==> config.mk <==
export PLATFORM = sky130hd
export DESIGN_NAME = apb_txn_monitor
export DESIGN_NICKNAME = d
export VERILOG_FILES = /design/src/rtl/apb_mon_pkg.sv /design/src/rtl/apb_mon_fifo.sv /design/src/rtl/apb_txn_monitor.sv
export SDC_FILE = /design/constraint.sdc
export NUM_CORES = 1
export LEC_CHECK = 0
export CAP_MARGIN = 5
export CORE_MARGIN = 4
export CORE_UTILIZATION = 50
export CTS_BUF_LIST = sky130_fd_sc_hd__clkbuf_4 sky130_fd_sc_hd__clkbuf_8 sky130_fd_sc_hd__clkbuf_16
export DETAILED_ROUTE_END_ITERATION = 16
export HOLD_SLACK_MARGIN = 0.05
export PLACE_DENSITY = 0.7
export SLEW_MARGIN = 5
export SYNTH_ARGS = -nofsm -noshare
export SYNTH_HDL_FRONTEND = slang
export SYNTH_SLANG_ARGS = --single-unit
export TNS_END_PERCENT = 30
==> constraint.sdc <==
create_clock -name PCLK -period 22.2 [get_ports PCLK]
set_clock_uncertainty 0.2 [all_clocks]
set_input_delay 3.33 -clock PCLK [delete_from_list [all_inputs] [get_ports PCLK]]
set_output_delay 3.33 -clock PCLK [all_outputs]
set_load 0.05 [all_outputs]
==> src/rtl/apb_mon_pkg.sv <==
// Shared types and constants for the APB transaction monitor.
package apb_mon_pkg;

    // Bus phase tracked by the monitor FSM.
    typedef enum logic [1:0] {
        ST_IDLE,
        ST_SETUP,
        ST_ACCESS,
        ST_RESYNC
    } mon_state_t;

    // Violation bit positions within viol_code.
    localparam int VIOL_NO_SETUP  = 0;
    localparam int VIOL_NO_ACCESS = 1;
    localparam int VIOL_UNSTABLE  = 2;
    localparam int VIOL_TIMEOUT   = 3;
    localparam int VIOL_W         = 4;

    // Packed capture word, LSB first: write, slverr, waits, strb, data, addr.
    // The fixed single-bit fields sit at the bottom; the rest follow by width.
    localparam int CAP_OFF_WRITE  = 0;
    localparam int CAP_OFF_SLVERR = 1;
    localparam int CAP_OFF_WAITS  = 2;

    function automatic int cap_off_strb(input int wait_w);
        return CAP_OFF_WAITS + wait_w;
    endfunction

    function automatic int cap_off_data(input int wait_w, input int strb_w);
        return cap_off_strb(wait_w) + strb_w;
    endfunction

    function automatic int cap_off_addr(input int wait_w, input int strb_w, input int data_w);
        return cap_off_data(wait_w, strb_w) + data_w;
    endfunction

    function automatic int cap_width(input int wait_w, input int strb_w, input int data_w,
                                     input int addr_w);
        return cap_off_addr(wait_w, strb_w, data_w) + addr_w;
    endfunction

endpackage

==> src/rtl/apb_mon_fifo.sv <==
// Synchronous FIFO for captured transfers; flush has priority, a push into a
// full FIFO is accepted when a pop happens on the same edge.
module apb_mon_fifo #(
    parameter  int WIDTH = 8,
    parameter  int DEPTH = 8,
    localparam int PTR_W = $clog2(DEPTH)
) (
    input  logic             clk,
    input  logic             rst_n,
    input  logic             push,
    input  logic [WIDTH-1:0] wdata,
    input  logic             pop,
    input  logic             flush,
    output logic             full,
    output logic             empty,
    output logic [WIDTH-1:0] rdata
);

    logic [WIDTH-1:0] mem [DEPTH];
    logic [PTR_W-1:0] wr_ptr;
    logic [PTR_W-1:0] rd_ptr;
    logic [PTR_W:0]   count;
    logic             push_ok;
    logic             pop_ok;

    assign full    = (count == (PTR_W+1)'(DEPTH));
    assign empty   = (count == '0);
    assign pop_ok  = pop && !empty;
    assign push_ok = push && (!full || pop_ok);
    // Head is forced to zero while empty so idle outputs read as zero.
    assign rdata   = empty ? '0 : mem[rd_ptr];

    // Storage write; data is only ever read behind a valid pointer.
    // NOTE: the array has no reset -- occupancy is tracked by count, so stale contents are never observed.
    always_ff @(posedge clk) begin
        if (push_ok && !flush) begin
            mem[wr_ptr] <= wdata;
        end
    end

    // Pointer and occupancy bookkeeping.
    // NOTE: registers take non-blocking assignments so every flop sees pre-edge values.
    always_ff @(posedge clk or negedge rst_n) begin
        if (!rst_n) begin
            wr_ptr <= '0;
            rd_ptr <= '0;
            count  <= '0;
        end else if (flush) begin
            wr_ptr <= '0;
            rd_ptr <= '0;
            count  <= '0;
        end else begin
            if (push_ok) wr_ptr <= wr_ptr + PTR_W'(1);
            if (pop_ok)  rd_ptr <= rd_ptr + PTR_W'(1);
            case ({push_ok, pop_ok})
                2'b10:   count <= count + (PTR_W+1)'(1);
                2'b01:   count <= count - (PTR_W+1)'(1);
                default: count <= count;
            endcase
        end
    end

endmodule

==> src/rtl/apb_txn_monitor.sv <==
// Passive APB3/APB4 tap: protocol checks, capture FIFO and saturating statistics.
module apb_txn_monitor
    import apb_mon_pkg::*;
#(
    parameter  int ADDR_WIDTH = 32,
    parameter  int DATA_WIDTH = 32,
    parameter  int FIFO_DEPTH = 8,
    parameter  int MAX_WAIT   = 16,
    parameter  int CNT_WIDTH  = 16,
    localparam int STRB_WIDTH = DATA_WIDTH / 8,
    localparam int WAIT_W     = $clog2(MAX_WAIT + 1)
) (
    input  logic                  PCLK,
    input  logic                  PRESETn,
    input  logic                  PSELx,
    input  logic                  PENABLE,
    input  logic                  PWRITE,
    input  logic                  PREADY,
    input  logic                  PSLVERR,
    input  logic [ADDR_WIDTH-1:0] PADDR,
    input  logic [DATA_WIDTH-1:0] PWDATA,
    input  logic [DATA_WIDTH-1:0] PRDATA,
    input  logic [STRB_WIDTH-1:0] PSTRB,
    input  logic                  clr_i,
    input  logic                  cap_ready,
    output logic                  cap_valid,
    output logic [ADDR_WIDTH-1:0] cap_addr,
    output logic [DATA_WIDTH-1:0] cap_data,
    output logic                  cap_write,
    output logic [STRB_WIDTH-1:0] cap_strb,
    output logic                  cap_slverr,
    output logic [WAIT_W-1:0]     cap_waits,
    output logic                  cap_overflow,
    output logic [CNT_WIDTH-1:0]  wr_cnt,
    output logic [CNT_WIDTH-1:0]  rd_cnt,
    output logic [CNT_WIDTH-1:0]  slverr_cnt,
    output logic [CNT_WIDTH-1:0]  viol_cnt,
    output logic                  viol_o,
    output logic [VIOL_W-1:0]     viol_code
);

    localparam int OFF_STRB = cap_off_strb(WAIT_W);
    localparam int OFF_DATA = cap_off_data(WAIT_W, STRB_WIDTH);
    localparam int OFF_ADDR = cap_off_addr(WAIT_W, STRB_WIDTH, DATA_WIDTH);
    localparam int CAP_W    = cap_width(WAIT_W, STRB_WIDTH, DATA_WIDTH, ADDR_WIDTH);

    mon_state_t            state;
    mon_state_t            state_nxt;
    logic [ADDR_WIDTH-1:0] lat_addr;
    logic                  lat_write;
    logic [DATA_WIDTH-1:0] lat_wdata;
    logic [STRB_WIDTH-1:0] lat_strb;
    logic [WAIT_W-1:0]     wait_cnt;
    logic [WAIT_W-1:0]     wait_nxt;
    logic                  latch_en;
    logic                  push;
    logic [VIOL_W-1:0]     viol_vec;
    logic                  in_access;
    logic                  unstable;
    logic                  pop;
    logic                  fifo_full;
    logic                  fifo_empty;
    logic [CAP_W-1:0]      cap_word_in;
    logic [CAP_W-1:0]      cap_word_out;

    function automatic logic [CNT_WIDTH-1:0] sat_inc(input logic [CNT_WIDTH-1:0] v);
        return (v == '1) ? v : v + CNT_WIDTH'(1);
    endfunction

    assign in_access = PSELx && PENABLE;
    assign unstable  = (PADDR != lat_addr) || (PWRITE != lat_write) || (PSTRB != lat_strb) ||
                       (lat_write && (PWDATA != lat_wdata));

    // Phase decode of the current sample: next state, violation, completion.
    always_comb begin
        // NOTE: every signal gets a default first so no branch leaves it unassigned (no latch).
        state_nxt = state;
        latch_en  = 1'b0;
        wait_nxt  = wait_cnt;
        viol_vec  = '0;
        push      = 1'b0;
        unique case (state)
            ST_IDLE: begin
                if (PSELx && !PENABLE) begin
                    state_nxt = ST_SETUP;
                    latch_en  = 1'b1;
                end else if (in_access) begin
                    viol_vec[VIOL_NO_SETUP] = 1'b1;
                    state_nxt               = ST_RESYNC;
                end else begin
                    state_nxt = ST_IDLE;
                end
            end
            ST_SETUP, ST_ACCESS: begin
                if (!in_access) begin
                    if (state == ST_SETUP) viol_vec[VIOL_NO_ACCESS] = 1'b1;
                    else                   viol_vec[VIOL_UNSTABLE]  = 1'b1;
                    state_nxt = ST_RESYNC;
                end else if (unstable) begin
                    viol_vec[VIOL_UNSTABLE] = 1'b1;
                    state_nxt               = ST_RESYNC;
                end else if (PREADY) begin
                    push      = 1'b1;
                    state_nxt = ST_IDLE;
                end else if (wait_cnt == WAIT_W'(MAX_WAIT)) begin
                    viol_vec[VIOL_TIMEOUT] = 1'b1;
                    state_nxt              = ST_RESYNC;
                end else begin
                    wait_nxt  = wait_cnt + WAIT_W'(1);
                    state_nxt = ST_ACCESS;
                end
            end
            ST_RESYNC: begin
                // The first sample with PENABLE low is judged as if in IDLE.
                if (!PENABLE) begin
                    if (PSELx) begin
                        state_nxt = ST_SETUP;
                        latch_en  = 1'b1;
                    end else begin
                        state_nxt = ST_IDLE;
                    end
                end
            end
        endcase
    end

    // FSM state, setup-phase latches and wait counter.
    always_ff @(posedge PCLK or negedge PRESETn) begin
        if (!PRESETn) begin
            state     <= ST_IDLE;
            lat_addr  <= '0;
            lat_write <= 1'b0;
            lat_wdata <= '0;
            lat_strb  <= '0;
            wait_cnt  <= '0;
        end else begin
            state <= state_nxt;
            if (latch_en) begin
                lat_addr  <= PADDR;
                lat_write <= PWRITE;
                lat_wdata <= PWDATA;
                lat_strb  <= PSTRB;
                wait_cnt  <= '0;
            end else begin
                wait_cnt <= wait_nxt;
            end
        end
    end

    // Reads capture PRDATA from the completing sample; writes keep the setup data.
    assign cap_word_in = {lat_addr, (lat_write ? lat_wdata : PRDATA), lat_strb, wait_cnt,
                          PSLVERR, lat_write};
    assign pop         = cap_valid && cap_ready;

    apb_mon_fifo #(
        .WIDTH (CAP_W),
        .DEPTH (FIFO_DEPTH)
    ) u_fifo (
        .clk   (PCLK),
        .rst_n (PRESETn),
        .push  (push),
        .wdata (cap_word_in),
        .pop   (pop),
        .flush (clr_i),
        .full  (fifo_full),
        .empty (fifo_empty),
        .rdata (cap_word_out)
    );

    assign cap_valid  = !fifo_empty;
    assign cap_write  = cap_word_out[CAP_OFF_WRITE];
    assign cap_slverr = cap_word_out[CAP_OFF_SLVERR];
    assign cap_waits  = cap_word_out[CAP_OFF_WAITS +: WAIT_W];
    assign cap_strb   = cap_word_out[OFF_STRB +: STRB_WIDTH];
    assign cap_data   = cap_word_out[OFF_DATA +: DATA_WIDTH];
    assign cap_addr   = cap_word_out[OFF_ADDR +: ADDR_WIDTH];

    // Statistics, sticky flags; clear beats any same-cycle update.
    always_ff @(posedge PCLK or negedge PRESETn) begin
        if (!PRESETn) begin
            wr_cnt       <= '0;
            rd_cnt       <= '0;
            slverr_cnt   <= '0;
            viol_cnt     <= '0;
            viol_code    <= '0;
            cap_overflow <= 1'b0;
        end else if (clr_i) begin
            wr_cnt       <= '0;
            rd_cnt       <= '0;
            slverr_cnt   <= '0;
            viol_cnt     <= '0;
            viol_code    <= '0;
            cap_overflow <= 1'b0;
        end else begin
            if (push) begin
                if (lat_write) wr_cnt <= sat_inc(wr_cnt);
                else           rd_cnt <= sat_inc(rd_cnt);
                if (PSLVERR)   slverr_cnt <= sat_inc(slverr_cnt);
                if (fifo_full && !pop) cap_overflow <= 1'b1;
            end
            if (|viol_vec) begin
                viol_cnt  <= sat_inc(viol_cnt);
                viol_code <= viol_code | viol_vec;
            end
        end
    end

    // One-cycle violation pulse following the detecting edge.
    always_ff @(posedge PCLK or negedge PRESETn) begin
        if (!PRESETn) viol_o <= 1'b0;
        else          viol_o <= |viol_vec;
    end

endmodule

---- Yosys cells after proc, flatten, opt, wreduce, memory -nomap -nowiden ----
Memory sizes are Yosys's and may differ from the RTL's.
Cells that the tools add are included.
word-level totals
  bits in registers ....................... 156
  bits in latches ......................... 0
  bits in writable memories ............... 600
  bits in read-only memories .............. 0
  input port bits ......................... 109
  output and inout port bits .............. 146
  logic and storage cells ................. 154
  memories ................................ 1
memory list
  memory      words  width  read ports  clocked after Yosys merged registers in  wr ports  RTL line            text
  u_fifo.mem  8      75     1           0                                        1         apb_mon_fifo.sv:19  logic [WIDTH-1:0] mem [DEPTH];
cells by class
  add/sub/neg operators ................... 9
  multipliers ............................. 0
  div/mod/pow operators ................... 0
  magnitude comparators ................... 0
  eq/ne operators ......................... 24
  shift-type cells ........................ 0
  multiplexer cells ....................... 66
  bitwise gates (word level) .............. 1
  reduce and logical (&&, ||, !) cells .... 37
operator list
  kind                                                             number
  16-bit 2-to-1 mux                                                15
  75-bit 2-to-1 mux                                                1
  16-bit by 1-bit adder with 16-bit output, second input constant  4
  16-bit == test, second input constant                            4
  32-bit != test                                                   2
  32-bit 2-to-1 mux                                                1
  5-bit 2-to-1 mux                                                 6
  1-bit 2-to-1 mux                                                 26
  2-bit nonzero test                                               9
  2-bit != test, second input constant                             8
  3-bit 2-to-1 mux                                                 5
  2-bit 2-to-1 mux                                                 6
  4-bit 2-to-1 mux                                                 3
  3-bit AND reduction                                              3
  1-bit logical AND                                                8
  4-bit case mux with 2 select lines                               1
  3-bit by 1-bit adder with 3-bit output, second input constant    2
  2-bit == test, second input constant                             3
  2-bit case mux with 3 select lines                               1
  5-bit by 1-bit adder with 5-bit output, second input constant    1
  5-bit == test, second input constant                             1
  1-bit logical NOT                                                5
  5-bit AND reduction                                              1
  4-bit by 1-bit adder with 4-bit output, second input constant    1
  other kinds (15)                                                 20

---- Logic depth before layout (Yosys ltp) ----
  depth after elaboration ................. 11
  mapped depth ............................ 12

---- By module ----
A second synthesis with hierarchy kept.
second synthesis, totals
  cell total of the unflattened synthesis .. 1806
  area total of the unflattened synthesis .. 31622.8 µm²
modules (own cells, without submodules)
  module           times used  cells an instance  area an instance (µm²)
  apb_mon_fifo     1           1025               23391.2
  apb_txn_monitor  1           781                8231.6

---- Worst setup path before layout ----
No wires, ideal clock.
  path type ............................... input to register
  start point ............................. input PADDR[3]
  end point ............................... memory u_fifo.mem[5][0] (netlist name), enable pin
  arrival ................................. 12.742 ns
  data required time ...................... 21.281 ns
  slack ................................... 8.539 ns
  stages .................................. 8
  cells stage by stage .................... xnor2_1 > nand4_1 > or4_4 > nor4_4 > and2b_2 > and2_1 > nand2_1 > nor4b_1
on the way
  word-level cells in the longest chain between the ends .. 11
ends and longest elaborated chain
  element                                 RTL line               text
  start, declared                         apb_txn_monitor.sv:20  input logic [ADDR_WIDTH-1:0] PADDR,
  32-bit != test                          apb_txn_monitor.sv:71  assign unstable = (PADDR != lat_addr) || (PWRITE != lat_write) || (PSTRB != lat_strb) ||
  1-bit logical OR (3 in a row)           apb_txn_monitor.sv:71
  1-bit 2-to-1 mux                        apb_txn_monitor.sv:99  end else if (unstable) begin
  1-bit 2-to-1 mux                        apb_txn_monitor.sv:95  if (!in_access) begin
  1-bit 2-to-1 mux                        apb_txn_monitor.sv:82  unique case (state)
  1-bit logical AND                       apb_mon_fifo.sv:29     assign push_ok = push && (!full || pop_ok);
  1-bit logical AND                       apb_mon_fifo.sv:36     if (push_ok && !flush) begin
  1-bit 2-to-1 mux                        apb_mon_fifo.sv:36
  1-bit 2-to-1 mux (not written as such)  apb_mon_fifo.sv:37     mem[wr_ptr] <= wdata;
  end, declared                           apb_mon_fifo.sv:19
Every way passes these cells.

---- Final worst setup path ----
  start point ............................. input PADDR[1]
  end point ............................... memory u_fifo.mem[7][39] (netlist name), enable pin
The elaborated chain is that of the path after synthesis.

==> out/qor.yml <==
outcome: "completed"
cts_root_buf: "clkbuf_16"
syn_to_final_growth_pct: 19.7
die_x_um: 258
n_fill_cell: 4524
power_frac_seq: 0.507
cts_made_buffers: 79
coreArea_mm2: 0.0617
start_util: 0.505
avgSynthCellArea_um2: 17.8
dr.pass1.iters: 5
synth_cells: 1753
grt_usage: 0.214
ys_types: 54
worst_setup_path_start_kind: "input port"
tns_ps: 0
total_switching_power_mw: 0.977
synth_edf_count: 600
grt_pass1_wl_um: 109000
gp_congestion: 0.829
cts.sinks: 756
holdBufCountCts: 0
cp.arrival_ps: 8590
period_share: 0.386
rows: 91
synthArstFlopShare: 0.206
worstSkewPairLatency_ps: 610
total_leakage_power_nw: 12.2
setup_viol: 0
port_buffers: 254
ctsResizeCount: 0
ant_nets: 0
grt_max_degree: 124
drtIter0Drc: 1252
yosys_warnings: 0
clock_path_buffers: 3
ys_ff_latch: 756
drc_errors: 0
grt_pass1_vias: 17700
syn-num-nets: 1877
slew_viol_final: 0
vdd_drop_max_uv: 60.3
dpl.hpwl_um: 42900
relSlewSlack: 0.241
end_kind: "flip-flop"
cts_setup_buffers: 0
io_pins: 255
h-tree-depth: 3
clkTransAtPathRegs_ps: 50
viasPerCell: 5.76
die-area_mm2: 0.0663
cp_max_fo: 46
rsz0062_at_grt: "no"
via_count: 16900
cp.required_ps: 22230
layout.nets: 2154
crit_type: "in -> reg"
cts_tree: "done"
finalHoldViolCount: 0
netlist_area_mm2: 0.0311
wl_per_cell_um: 24.3
powerDensity_mw_per_mm2: 99.7
intPower_mw: 2.74
clockPowerShare: 0.354
drive_gt1_frac: 0.204
tightest_slew_ps: 1140
synth_ff_type: "edfxtp_1"
hold_class: "reg -> reg"
grt_antenna_before_repair: 3
fin_crit_ps: 8560
whs_ps: 304
drt-total-wl_um: 71300
power.share.switching: 0.263
grt_overflow: 0
dieHeight_um: 258
pwr-share-comb: 0.139
max_clock_freq_mhz: 117
ys_seq_area_frac: 0.704
maxCapViolations: 0
critical path, stage by stage:
cell	delay (ps)
clkdlybuf4s50_1	440
xnor2_1	590
nand4_1	250
or4_4	600
nor4_4	660
and2b_2	580
and2_1	300
nand2_1	220
nor2_4	830
buf_4	730
metrics by stage:
step           utilization  power, mW  std cells  area, um2  setup slack (ps)
4_1_cts              0.604       3.75       2932      37300             13570
3_5_place_dp         0.562       2.44       2786      34700             12940
3_3_place_gp         0.562       2.41       2786      34700             12950
6_report             0.604       3.72       2934      37300             13640
2_1_floorplan            -       2.21       1753      31100              8540
5_1_grt              0.604       3.86       2932      37300             13220
power by group through the flow:
stage / Combinational, mW / Sequential (mW) / Clock, mW
after floorplan: 0.332 / 1.87 / 0
after global placement: 0.506 / 1.90 / 0
after CTS: 0.523 / 1.89 / 1.34
final: 0.516 / 1.88 / 1.32
after detailed placement: 0.520 / 1.92 / 0
after global routing: 0.557 / 1.90 / 1.40
cells in the mapped netlist, types with 3 or more instances:
cell / instances / share of area
edfxtp_1: 600 / 0.58
dfrtp_1: 156 / 0.13
mux4_2: 150 / 0.11
nor2_1: 150 / 0.018
mux2_2: 100 / 0.036
xnor2_1: 86 / 0.024
mux2i_1: 84 / 0.027
clkbuf_1: 48 / 0.0058
nand4_1: 46 / 0.0092
a21oi_1: 34 / 0.0055
nand2_1: 29 / 0.0035
nand3_1: 29 / 0.0047
xor2_1: 27 / 0.0076
buf_1: 26 / 0.0031
inv_1: 24 / 0.0029
or3_1: 22 / 0.0044
o21ai_0: 21 / 0.0034
ha_1: 14 / 0.0056
nor4_1: 11 / 0.0022
nor3_1: 9 / 0.0014
or4_1: 9 / 0.0022
and3_1: 8 / 0.0016
o31ai_1: 8 / 0.0019
and2_1: 6 / 0.0012
and4_1: 6 / 0.0017
nor4b_1: 6 / 0.0017
nand2b_1: 5 / 0.0010
nand3b_1: 5 / 0.0012
buf_2: 4 / 0.00064
a31oi_1: 3 / 0.00060
cell usage in the layout (no fill, tap or decap), types with 3 or more instances in the layout:
master and instances:
a21oi_1 34, a31oi_1 3, and2_1 6, and3_1 7
and4_1 6, buf_4 20, bufinv_16 6, clkbuf_16 82
clkbuf_4 17, clkdlybuf4s50_1 252, clkinv_1 15, clkinv_2 12
clkinvlp_4 7, dfrtp_1 152, dfrtp_4 3, edfxtp_1 600
ha_1 14, inv_1 24, mux2_2 100, mux2i_1 84
mux4_2 150, nand2_1 29, nand2b_1 5, nand3_1 29
nand3b_1 5, nand4_1 46, nor2_1 148, nor3_1 9
nor4_1 9, nor4b_1 4, o21ai_0 21, o31ai_1 8
or3_1 22, or4_1 9, xnor2_1 86, xor2_1 27
metal layers:
layer | global-route usage | share of wire | vias to the layer above
met5 | 0 | 0.00046 | -
met2 | 0.357 | 0.50 | 456
met4 | 0.0490 | 0.020 | 4
met1 | 0.291 | 0.41 | 8907
met3 | 0.0514 | 0.064 | 104
li1 | - | - | 7440
final timing paths:
check	startpoint	to	slack, ps	cells after the start
min in group asynchronous	PRESETn	wr_cnt[7]	2650	1
max reg2reg	lat_strb[3]	u_fifo.mem[7][39]	16220	9
max	PADDR[1]	u_fifo.mem[7][39]	13640	10
min	cap_overflow	cap_overflow	300	2
min reg2reg	cap_overflow	cap_overflow	300	2
max in group asynchronous	PRESETn	u_fifo.rd_ptr[0]	17520	2
layout make-up:
class	instances	area, um2	area share
Sequential cell	756	21900	0.588
Tap cell	837	1050	0.0281
Clock inverter	45	412	0.0110
Timing Repair Buffer	275	2710	0.0727
Antenna cell	2	5.00	0.000134
Multi-Input combinational cell	894	8870	0.238
Clock buffer	101	2210	0.0592
Inverter	24	90.1	0.00242
logic make-up (layout without fill, tap and decap cells):
kind of cell               count (synthesis)  after routing  share of synthesized area
muxes                                    334            334                      0.172
xor gates and xnor gates                 114            114                     0.0323
DFF                                      756            756                      0.704
AOI/OAI and AO/OA                         76             76                     0.0141
other                                      0              2                          0
adders and majority gates                 15             15                    0.00627
buffers and inverters                    103            445                     0.0128
and+or+nand+nor                          355            355                     0.0588
sequential cells by signal (all words and copies together), names as in the netlist:
name,flops
slverr_cnt,16
viol_code,4
lat_addr,32
u_fifo.rd_ptr,3
viol_o,1
rd_cnt,16
viol_cnt,16
lat_wdata,32
u_fifo.mem,600
cap_overflow,1
wr_cnt,16
wait_cnt,5
u_fifo.wr_ptr,3
state,2
lat_strb,4
lat_write,1
u_fifo.count,4
Note: power is estimated with default switching activity, not from simulation.
